<file path="src/rtl/control_sequencer.sv">
// Hardwired control unit for Datapath2: fetch (T0-T2), opcode decode and
// per-instruction execute states (T3-T7), with HALT via opcode or Stop.
module control_sequencer #(
    parameter logic [4:0] ALU_ADD   = 5'd2,
    parameter logic [4:0] ALU_SUB   = 5'd3,
    parameter logic [4:0] ALU_AND   = 5'd4,
    parameter logic [4:0] ALU_OR    = 5'd5,
    parameter logic [4:0] ALU_INCPC = 5'd12
) (
    input  logic        clk,
    input  logic        clr,
    input  logic [31:0] IR,
    input  logic        Stop,
    output logic        PCout,
    output logic        Zlowout,
    output logic        MDRout,
    output logic        BAout,
    output logic        Rout,
    output logic        Cout,
    output logic        MARin,
    output logic        Zin,
    output logic        PCin,
    output logic        MDRin,
    output logic        IRin,
    output logic        Yin,
    output logic        Rin,
    output logic        Gra,
    output logic        Grb,
    output logic        Grc,
    output logic        Read,
    output logic        Write,
    output logic [4:0]  ALU_Control,
    output logic        Run
);

    localparam logic [4:0] OP_LD   = 5'b00000;
    localparam logic [4:0] OP_LDI  = 5'b00001;
    localparam logic [4:0] OP_ST   = 5'b00010;
    localparam logic [4:0] OP_ADD  = 5'b00011;
    localparam logic [4:0] OP_SUB  = 5'b00100;
    localparam logic [4:0] OP_AND  = 5'b00101;
    localparam logic [4:0] OP_OR   = 5'b00110;
    localparam logic [4:0] OP_ADDI = 5'b01100;
    localparam logic [4:0] OP_HALT = 5'b11011;

    typedef enum logic [3:0] {
        S_RESET, S_T0, S_T1, S_T2, S_T3, S_T4, S_T5, S_T6, S_T7, S_HALT
    } state_t;

    state_t     state_q, state_d;
    logic [4:0] opcode_q, opcode_d;
    state_t     done_next;
    logic       ir_unused;

    // Operand fields are consumed by the datapath's register-select logic, not here.
    assign ir_unused = ^IR[26:0];

    function automatic logic has_execute(input logic [4:0] op);
        case (op)
            OP_LD, OP_LDI, OP_ST, OP_ADD, OP_SUB,
            OP_AND, OP_OR, OP_ADDI: has_execute = 1'b1;
            default:                has_execute = 1'b0;
        endcase
    endfunction

    // State and latched opcode registers; clr aborts everything at once.
    always_ff @(posedge clk or posedge clr) begin
        if (clr) begin
            state_q  <= S_RESET;
            opcode_q <= '0;
        end else begin
            state_q  <= state_d;
            opcode_q <= opcode_d;
        end
    end

    // Next-state logic; Stop is only honoured on edges that would return to T0.
    always_comb begin
        state_d   = state_q;
        opcode_d  = opcode_q;
        done_next = Stop ? S_HALT : S_T0;
        case (state_q)
            S_RESET: state_d = S_T0;
            S_T0:    state_d = S_T1;
            S_T1:    state_d = S_T2;
            S_T2: begin
                opcode_d = IR[31:27];
                if (IR[31:27] == OP_HALT)        state_d = S_HALT;
                else if (has_execute(IR[31:27])) state_d = S_T3;
                else                             state_d = done_next;
            end
            S_T3:    state_d = S_T4;
            S_T4:    state_d = S_T5;
            S_T5:    state_d = (opcode_q == OP_LD || opcode_q == OP_ST) ? S_T6 : done_next;
            S_T6:    state_d = S_T7;
            S_T7:    state_d = done_next;
            S_HALT:  state_d = S_HALT;
            default: state_d = S_RESET;
        endcase
    end

    // Control outputs decoded from the current state and latched opcode.
    always_comb begin
        PCout = 1'b0; Zlowout = 1'b0; MDRout = 1'b0; BAout = 1'b0;
        Rout = 1'b0; Cout = 1'b0; MARin = 1'b0; Zin = 1'b0; PCin = 1'b0;
        MDRin = 1'b0; IRin = 1'b0; Yin = 1'b0; Rin = 1'b0;
        Gra = 1'b0; Grb = 1'b0; Grc = 1'b0; Read = 1'b0; Write = 1'b0;
        ALU_Control = '0;
        Run = (state_q != S_RESET) && (state_q != S_HALT);
        case (state_q)
            S_T0: begin
                PCout = 1'b1; MARin = 1'b1; Zin = 1'b1; ALU_Control = ALU_INCPC;
            end
            S_T1: begin
                Zlowout = 1'b1; PCin = 1'b1; Read = 1'b1; MDRin = 1'b1;
            end
            S_T2: begin
                MDRout = 1'b1; IRin = 1'b1;
            end
            S_T3: begin
                Grb = 1'b1; Yin = 1'b1;
                if (opcode_q == OP_LD || opcode_q == OP_LDI || opcode_q == OP_ST) BAout = 1'b1;
                else                                                              Rout  = 1'b1;
            end
            S_T4: begin
                Zin = 1'b1;
                case (opcode_q)
                    OP_ADD:  begin Grc = 1'b1; Rout = 1'b1; ALU_Control = ALU_ADD; end
                    OP_SUB:  begin Grc = 1'b1; Rout = 1'b1; ALU_Control = ALU_SUB; end
                    OP_AND:  begin Grc = 1'b1; Rout = 1'b1; ALU_Control = ALU_AND; end
                    OP_OR:   begin Grc = 1'b1; Rout = 1'b1; ALU_Control = ALU_OR;  end
                    default: begin Cout = 1'b1; ALU_Control = ALU_ADD; end
                endcase
            end
            S_T5: begin
                Zlowout = 1'b1;
                if (opcode_q == OP_LD || opcode_q == OP_ST) begin
                    MARin = 1'b1;
                end else begin
                    Gra = 1'b1; Rin = 1'b1;
                end
            end
            S_T6: begin
                MDRin = 1'b1;
                if (opcode_q == OP_ST) begin
                    Gra = 1'b1; Rout = 1'b1;
                end else begin
                    Read = 1'b1;
                end
            end
            S_T7: begin
                if (opcode_q == OP_ST) begin
                    Write = 1'b1;
                end else begin
                    MDRout = 1'b1; Gra = 1'b1; Rin = 1'b1;
                end
            end
            default: ;
        endcase
    end

endmodule

</file>
<file path="config.mk">
export PLATFORM = sky130hd
export DESIGN_NAME = control_sequencer
export DESIGN_NICKNAME = d
export VERILOG_FILES = /design/src/rtl/control_sequencer.sv
export SDC_FILE = /design/constraint.sdc
export NUM_CORES = 1
export LEC_CHECK = 0
export CORE_ASPECT_RATIO = 1.5
export CORE_MARGIN = 2
export CORE_UTILIZATION = 36
export CTS_CLUSTER_SIZE = 28
export DETAILED_ROUTE_END_ITERATION = 12
export PLACE_DENSITY_LB_ADDON = 0.15
export SETUP_SLACK_MARGIN = 0.4
export SKIP_CTS_REPAIR_TIMING = 1
export SYNTH_ARGS = -nofsm -noshare
export SYNTH_HDL_FRONTEND = slang
export SYNTH_SLANG_ARGS = --single-unit
</file>
<file path="constraint.sdc">
create_clock -name clk -period 2.65 [get_ports clk]
set_clock_uncertainty 0.2 [all_clocks]
set_input_delay 0.53 -clock clk [delete_from_list [all_inputs] [get_ports clk]]
set_output_delay 0.53 -clock clk [all_outputs]
set_load 0.01 [all_outputs]
</file>
Yosys cells after proc, flatten, opt, wreduce, memory -nomap -nowiden
Memories as Yosys holds them, arrays and structs flattened.
Index checks and enable logic that the tools add are counted.

storage, ports and cells
  flip-flop bits (word level) = 9
  memory bits (read-only) = 16
  input port bits = 35
  output and inout port bits = 24
  word-level logic and storage cells = 66
  memories = 1

operators by class
  equality and inequality tests = 17
  mux-type cells = 35
  reduce and logical (&&, ||, !) cells = 11

memory list
  memory           depth  width  read ports  clocked after Yosys merged registers in  wr ports  line  source
  (no name shown)  16     1      1           0                                        0         59    case (op)

operator list
  cell                                                              number
  4-bit case mux with 10 select lines                               1
  1-bit 2-to-1 mux                                                  22
  4-bit by 3-bit == test with 1-bit output (second input constant)  4
  4-bit 2-to-1 mux                                                  4
  5-bit by 3-bit == test with 1-bit output (second input constant)  3
  5-bit by 2-bit == test with 1-bit output (second input constant)  2
  3-bit case mux with 3 select lines                                1
  4-bit by 2-bit == test with 1-bit output (second input constant)  2
  4-bit == test (second input constant)                             2
  1-bit case mux with 2 select lines                                4
  4-bit case mux with 2 select lines                                1
  1-bit case mux with 3 select lines                                2
  2-bit OR reduction                                                3
  5-bit by 1-bit == test with 1-bit output (second input constant)  1
  5-bit == test (second input constant)                             1
  5-bit zero test                                                   1
  4-bit by 1-bit == test with 1-bit output (second input constant)  1
  4-bit zero test                                                   1
  4-bit != test (second input constant)                             1
  4-bit nonzero test                                                1
  4-bit OR reduction                                                1
  1-bit logical OR                                                  3
  1-bit logical AND                                                 1

Longest topological paths before layout
Gate-level depths: netlist of the first run.
An unclocked memory read counts as a cell.

  word-level depth = 7
  mapped depth = 5
  gate-level depth less buffers = 4

Worst setup path after synthesis of the first run
No wires, ideal clock.

  path kind = register -> output
  start point = reg state_q[3]
  end point = out Rout
  arrival = 1.422 ns
  data required time = 1.920 ns
  slack = 0.498 ns
  stages on the path, launching flop included = 5
  buffers on the path = 1
  cell sequence = dfrtp_1 -> buf_2 -> or3_4 -> nor4_4 -> a221o_1

on the way
  cells in the longest elaborated chain, start to end = 2
  elaborated cells on any way between the ends = 4

RTL lines
  what                                      line  source
  start: declaration                        50    state_t state_q, state_d;
  start signal: assignment                  72    state_q <= state_d;
  4-bit by 3-bit == test with 1-bit output  110   case (state_q)
  1-bit case mux with 3 select lines *      110
  end: declaration                          18    output logic Rout,

Mark *: on every way between the ends. The rest lies on a longest branch, timed or not.

Final worst setup path of the first run
Same ends and word-level chain as after synthesis.

==> flow_summary.yaml, run 1 <==
routing:
  wl_per_cell_um: 14.2
  viasPerCell: 5.28
  routed_wl_mm: 2.55
  drt_iter0_drc: 16
  drt_pass1_iterations: 4
  drtAntennaViolNets: 0
  post-route-drc-count: 0
  num_vias: 951
synthesis:
  syn_avg_cell_area_um2: 8.18
  syn_inst: 98
  synth_compound_area_share_pct: 15.9
  synth_area_leaders: "dfrtp_1 28%, mux2_2 7.0%, nor2_1 6.1%, nand2_1 4.2%, buf_4 3.7%"
  synth_ff_type: "dfrtp_1"
  syn_area_um2: 802
  synth_top_family_by_area: "simple AND/OR/NAND/NOR gates"
  yosysMostFrequentCell: "nor2_1"
  async_flop_share_pct: 100
  ys_seq_elements: 9
  synthXorXnorAreaFrac_pct: 3.28
  yosys-top-cells-count: "13 x nor2_1, 9 x dfrtp_1, 9 x nand2_1"
  synth_nets: 133
  ys_warn_count: 0
  yosysTopAreaCellShare_pct: 28.1
  synth-simple-area-share_pct: 36.3
  synthAdderAreaFrac_pct: 0
  yosys.area.top_type: "dfrtp_1"
  yosysSeqAreaShare_pct: 28.1
  synthMuxAreaShare_pct: 7.02
  ys_types: 38
  synth_edf_count: 0
floorplanning:
  start_util_pct: 38.6
  die_x_um: 42.5
  fp-row-count: 20
  num_io_pins: 59
  die-area_um2: 2630
  chipHeight_um: 61.8
  coreArea_um2: 2080
sta:
  drv_slew: 0
  min_period_ps: 2490
  hold_viol: 0
  rsz0062_at_grt: "true"
  fmax_ghz: 0.401
  fin_crit_sh_pct: 94.1
  setup_tns_ps: 0
  setup_viol: 0
clock_network:
  cts_max_level: 1
  cts.clk_slew.worst_paths_ps: 70
  clock_latency_ps: 260
  cts_root_buffer: "clkbuf_4"
  clk_path_buf_depth: 2
  tritoncts: "built"
  cts.sinks: 9
  cts_made_buffers: 3
cells_and_area:
  antennaDiodeCount: 0
  drive_gt1_share_pct: 56.3
  stdcell_count: 180
  area_growth_pct: 86.7
  fin_nets: 194
  fin_area_um2: 1500
global_route:
  antenna_found_initial: 0
  grt_overflow: 0
  grt_pass1_vias: 848
  grt_usage_pct: 17.3
  grt_max_degree: 12
  grt_pass1_wl_mm: 3.55
worst_setup_path:
  worstSetupStartpointType: "flop"
  cp_max_fo: 7
  cp_data_required_time_ps: 1920
  path_class: "flop to output pin"
  cp-end-kind: "output pin"
  cp.arrival_ps: 1760
placement:
  place_inst: 161
  port_buffers: 30
  place_hpwl_mm: 1.72
  place.gp.congestion: 0.857
  placed_cell_area_um2: 1230
status:
  outcome: "finished clean"
pwr:
  power.density_nw_per_um2: 1090
  ir_drop_uv: 587
  p_leak_uw: 0.000787
flow_run:
  max_cap_viol_count: 0
worst_hold_path:
  hold_class: "input pin to asynchronous set/reset pin"
## power by group
group          switching [uW]  total (uW)  internal (uW)  leakage, uW
Combinational             558        1220            665     0.000667
Clock                    50.1         108           58.1    0.0000150
Sequential               87.6         295            207     0.000105
## cells by family (layout without fill, tap and decap cells)
logic type | after synthesis | count (layout)
AND/OR/NAND/NOR | 47 | 47
other | 1 | 1
multiplexers | 5 | 5
flip-flops | 9 | 9
AO/OA/AOI/OAI | 19 | 19
buffers and inverters | 14 | 74
XOR/XNOR | 3 | 3
## sequential cells by signal, summed over array words and instances (netlist names)
signal and count:
opcode_q 5, state_q 4
## path summary, 6_finish.rpt
| check | end | depth (start not counted) | slack (ps) | startpoint |
|---|---|---|---|---|
| worst max register to register | state_q[3] | 5 | 850 | opcode_q[2] |
| min in group clk | state_q[1] | 1 | 350 | state_q[3] |
| worst min register to register | state_q[1] | 1 | 350 | state_q[3] |
| worst min-delay path | opcode_q[3] | 2 | 330 | clr |
| worst max-delay path | Rout | 6 | 160 | state_q[3] |
| max in group asynchronous | state_q[2] | 2 | 1620 | clr |
## layout by cell type (no fill, tap or decap), types with 4 or more instances in the layout
master           count
buf_4               27
nor2_1              10
buf_6               10
dlymetal6s2s_1       8
nand2_1              7
clkdlybuf4s50_1      7
buf_2                7
mux2_2               5
dfrtp_1              5
clkbuf_2             5
nor3_2               4
dfrtp_2              4
## critical path, cell delays in order (launching register included)
cell      delay (ps)
dfrtp_2          460
buf_6            140
nand3b_1         160
or2_1            250
o31ai_2          200
a221o_1          160
buf_2            120
## through the flow
| step | utilization [%] | hold WS, ps | total power, uW | setup slack, ps |
|---|---|---|---|---|
| floorplan | - | 158 | 777 | 498 |
| global placement | 59.1 | 360 | 1190 | 75.0 |
| detailed placement | 59.1 | 370 | 1200 | 51.5 |
| CTS | 60.4 | 341 | 1320 | -247 |
| global route | 72.1 | 372 | 1740 | 80.7 |
| finish | 72.1 | 332 | 1630 | 156 |
## cell type report
cell class / instances / area [um^2]
inverter: 5 / 21.3
sequential: 9 / 230
clock buffer: 4 / 26.3
fill: 168 / 579
tap: 22 / 27.5
multi-input combinational: 75 / 627
timing repair buffer: 65 / 566
## metal layers
layer	share of wire, %	global-route usage, %	vias to the layer above	wire length, um
met3	3.6	0.867	4	92
met5	0	0	-	0
met2	60	34.7	23	1520
li1	-	-	461	-
met1	36	18.9	463	922
met4	0.59	7.59	0	15
Power figures use the tool's default switching activity.
==> run 2: changes to the inputs <==
--- a/config.mk
+++ b/config.mk
@@ -5,9 +5,11 @@
 export SDC_FILE = /design/constraint.sdc
 export NUM_CORES = 1
 export LEC_CHECK = 0
+export CAP_MARGIN = 20
 export CORE_ASPECT_RATIO = 1.5
 export CORE_MARGIN = 2
-export CORE_UTILIZATION = 36
+export CORE_UTILIZATION = 34
+export CTS_CLUSTER_DIAMETER = 30
 export CTS_CLUSTER_SIZE = 28
 export DETAILED_ROUTE_END_ITERATION = 12
 export PLACE_DENSITY_LB_ADDON = 0.15
==> constraint.sdc (replaced) <==
create_clock -name clk -period 2.8 [get_ports clk]
set_clock_uncertainty 0.2 [all_clocks]
set_input_delay 0.56 -clock clk [delete_from_list [all_inputs] [get_ports clk]]
set_output_delay 0.56 -clock clk [all_outputs]
set_load 0.01 [all_outputs]
==> run 2 against run 1 <==
- total power shrank 19%
- sequential share of layout area up 1.9 points
- first-iteration DRC count decreased by 31%
- setup slack better by 28 ps
- sequential power grew 3%
- wire length fell by 11%
- hold slack improved by 38 ps
- count of clock-buffer cells in the layout did not move
==> flow_summary.yaml, run 2 (synthesized netlist as in run 1, its figures left out) <==
flow_run:
  max_cap_viol_count: 0
cells_and_area:
  fin_area_um2: 1350
  fin_nets: 180
  drive_gt1_share_pct: 40.3
  layout_commonest_cell: "buf_4"
  biggestRegsByFlops: "opcode_q x5, state_q x4"
  area_growth_pct: 68.0
  largest_reg_flops: 5
  antennaDiodeCount: 0
  final_util_pct: 60.3
  mostFrequentLayoutCells: "19 x buf_4, 14 x dlymetal6s2s_1, 12 x nor2_1"
  regMostFlops: "opcode_q"
sta:
  fin_crit_sh_pct: 93.4
  setup_viol: 0
  fmax_ghz: 0.382
  min_period_ps: 2620
  drv_slew: 0
  fin_ws_ps: 184
  rsz0062_at_grt: "true"
  fin_hold_ws_ps: 370
  hold_viol: 0
clock_network:
  clk_path_buf_depth: 2
  clock_latency_ps: 250
  cts_made_buffers: 3
  tritoncts: "built"
  cts.sinks: 9
  cts.clk_slew.worst_paths_ps: 60
  cts_root_buffer: "clkbuf_4"
  cts_max_level: 1
placement:
  place_ws_ps: 138
  port_buffers: 30
  place_hpwl_mm: 1.71
  placed_cell_area_um2: 1180
  place.gp.congestion: 0.846
floorplanning:
  die_x_um: 43.7
  fp-row-count: 21
  die-area_um2: 2770
  coreArea_um2: 2230
  num_io_pins: 59
  start_util_pct: 35.9
  chipHeight_um: 63.5
worst_setup_path:
  path_class: "flop to output pin"
  cp.arrival_ps: 1860
  path_cells: "buf_4, buf_4, nand2_1, nor2_1, a31oi_1, nor2_1, clkdlybuf4s50_1"
  cp_max_fo: 6
  cp_data_required_time_ps: 2040
  slowest_delay_ps: 470
  cp-end-kind: "output pin"
  slowest_stage: "clkdlybuf4s50_1"
  worstSetupStartpointType: "flop"
pwr:
  power.density_nw_per_um2: 974
  ir_drop_uv: 460
  p_leak_uw: 0.000772
routing:
  drt_iter0_drc: 11
  viasPerCell: 5.27
  routed_wl_mm: 2.27
  post-route-drc-count: 0
  drt_pass1_iterations: 4
  drtAntennaViolNets: 0
  wl_per_cell_um: 13.6
  num_vias: 880
global_route:
  grt_usage_pct: 16.0
  grt_pass1_wl_mm: 3.52
  grt_pass1_vias: 816
  grt_max_degree: 10
  grt_overflow: 0
  antenna_found_initial: 0
worst_hold_path:
  hold_class: "input pin to asynchronous set/reset pin"
status:
  outcome: "finished clean"
[run 2: changes by cell type in the layout (fill, tap and decap cells not counted), sizes merged]
cell,before,now
buf,45,25
clkbuf,9,6
clkdlybuf4s50,7,10
dlymetal6s2s,8,14
[run 2: report_power, final]
group	switching, uW	internal [uW]	total, uW
clock network	39.5	54.5	94.1
registers	105	200	305
logic	419	494	913
total	564	749	1310
[run 2: path summary, 6_finish.rpt]
check | startpoint | endpoint | slack (ps) | depth (start not counted)
setup / recovery | state_q[1] | MDRout | 180 | 7
hold / removal | clr | state_q[2] | 370 | 2
setup reg to reg | state_q[1] | state_q[3] | 920 | 7
hold reg to reg | opcode_q[4] | opcode_q[4] | 370 | 1
max in group asynchronous | clr | state_q[0] | 1740 | 2
min in group clk | opcode_q[4] | opcode_q[4] | 370 | 1
[run 2: worst max-delay path, delay by kind of cell, from the launching register on]
family,cells,cell delay [ps]
AND/OR/NAND/NOR,3,250
buffers and inverters,3,780
flip-flops,1,440
AO/OA/AOI/OAI,1,130
[run 2: through the flow]
stage	std cells	TNS (ps)	power (uW)
floorplan	98	0	736
global placement	156	0	1080
detailed placement	156	0	1080
CTS	160	-441	1190
global route	167	0	1430
finish	167	0	1310
[run 2: routing by layer]
| metal | global-route usage, % | share of wire, % | vias up | wire length, um |
|---|---|---|---|---|
| li1 | - | - | 443 | - |
| met1 | 18.6 | 37 | 418 | 831 |
| met5 | 0 | 0 | - | 0 |
| met3 | 0.860 | 3.5 | 0 | 80 |
| met4 | 3.41 | 0 | 0 | 0 |
| met2 | 30.3 | 60 | 19 | 1360 |
[run 2: area by class of cell]
| class | count | area (um^2) |
|---|---|---|
| Tap cell | 23 | 28.8 |
| Inverter | 5 | 18.8 |
| Sequential cell | 9 | 233 |
| Clock buffer | 4 | 26.3 |
| Fill cell | 208 | 886 |
| Multi-Input combinational cell | 75 | 571 |
| Timing Repair Buffer | 51 | 470 |
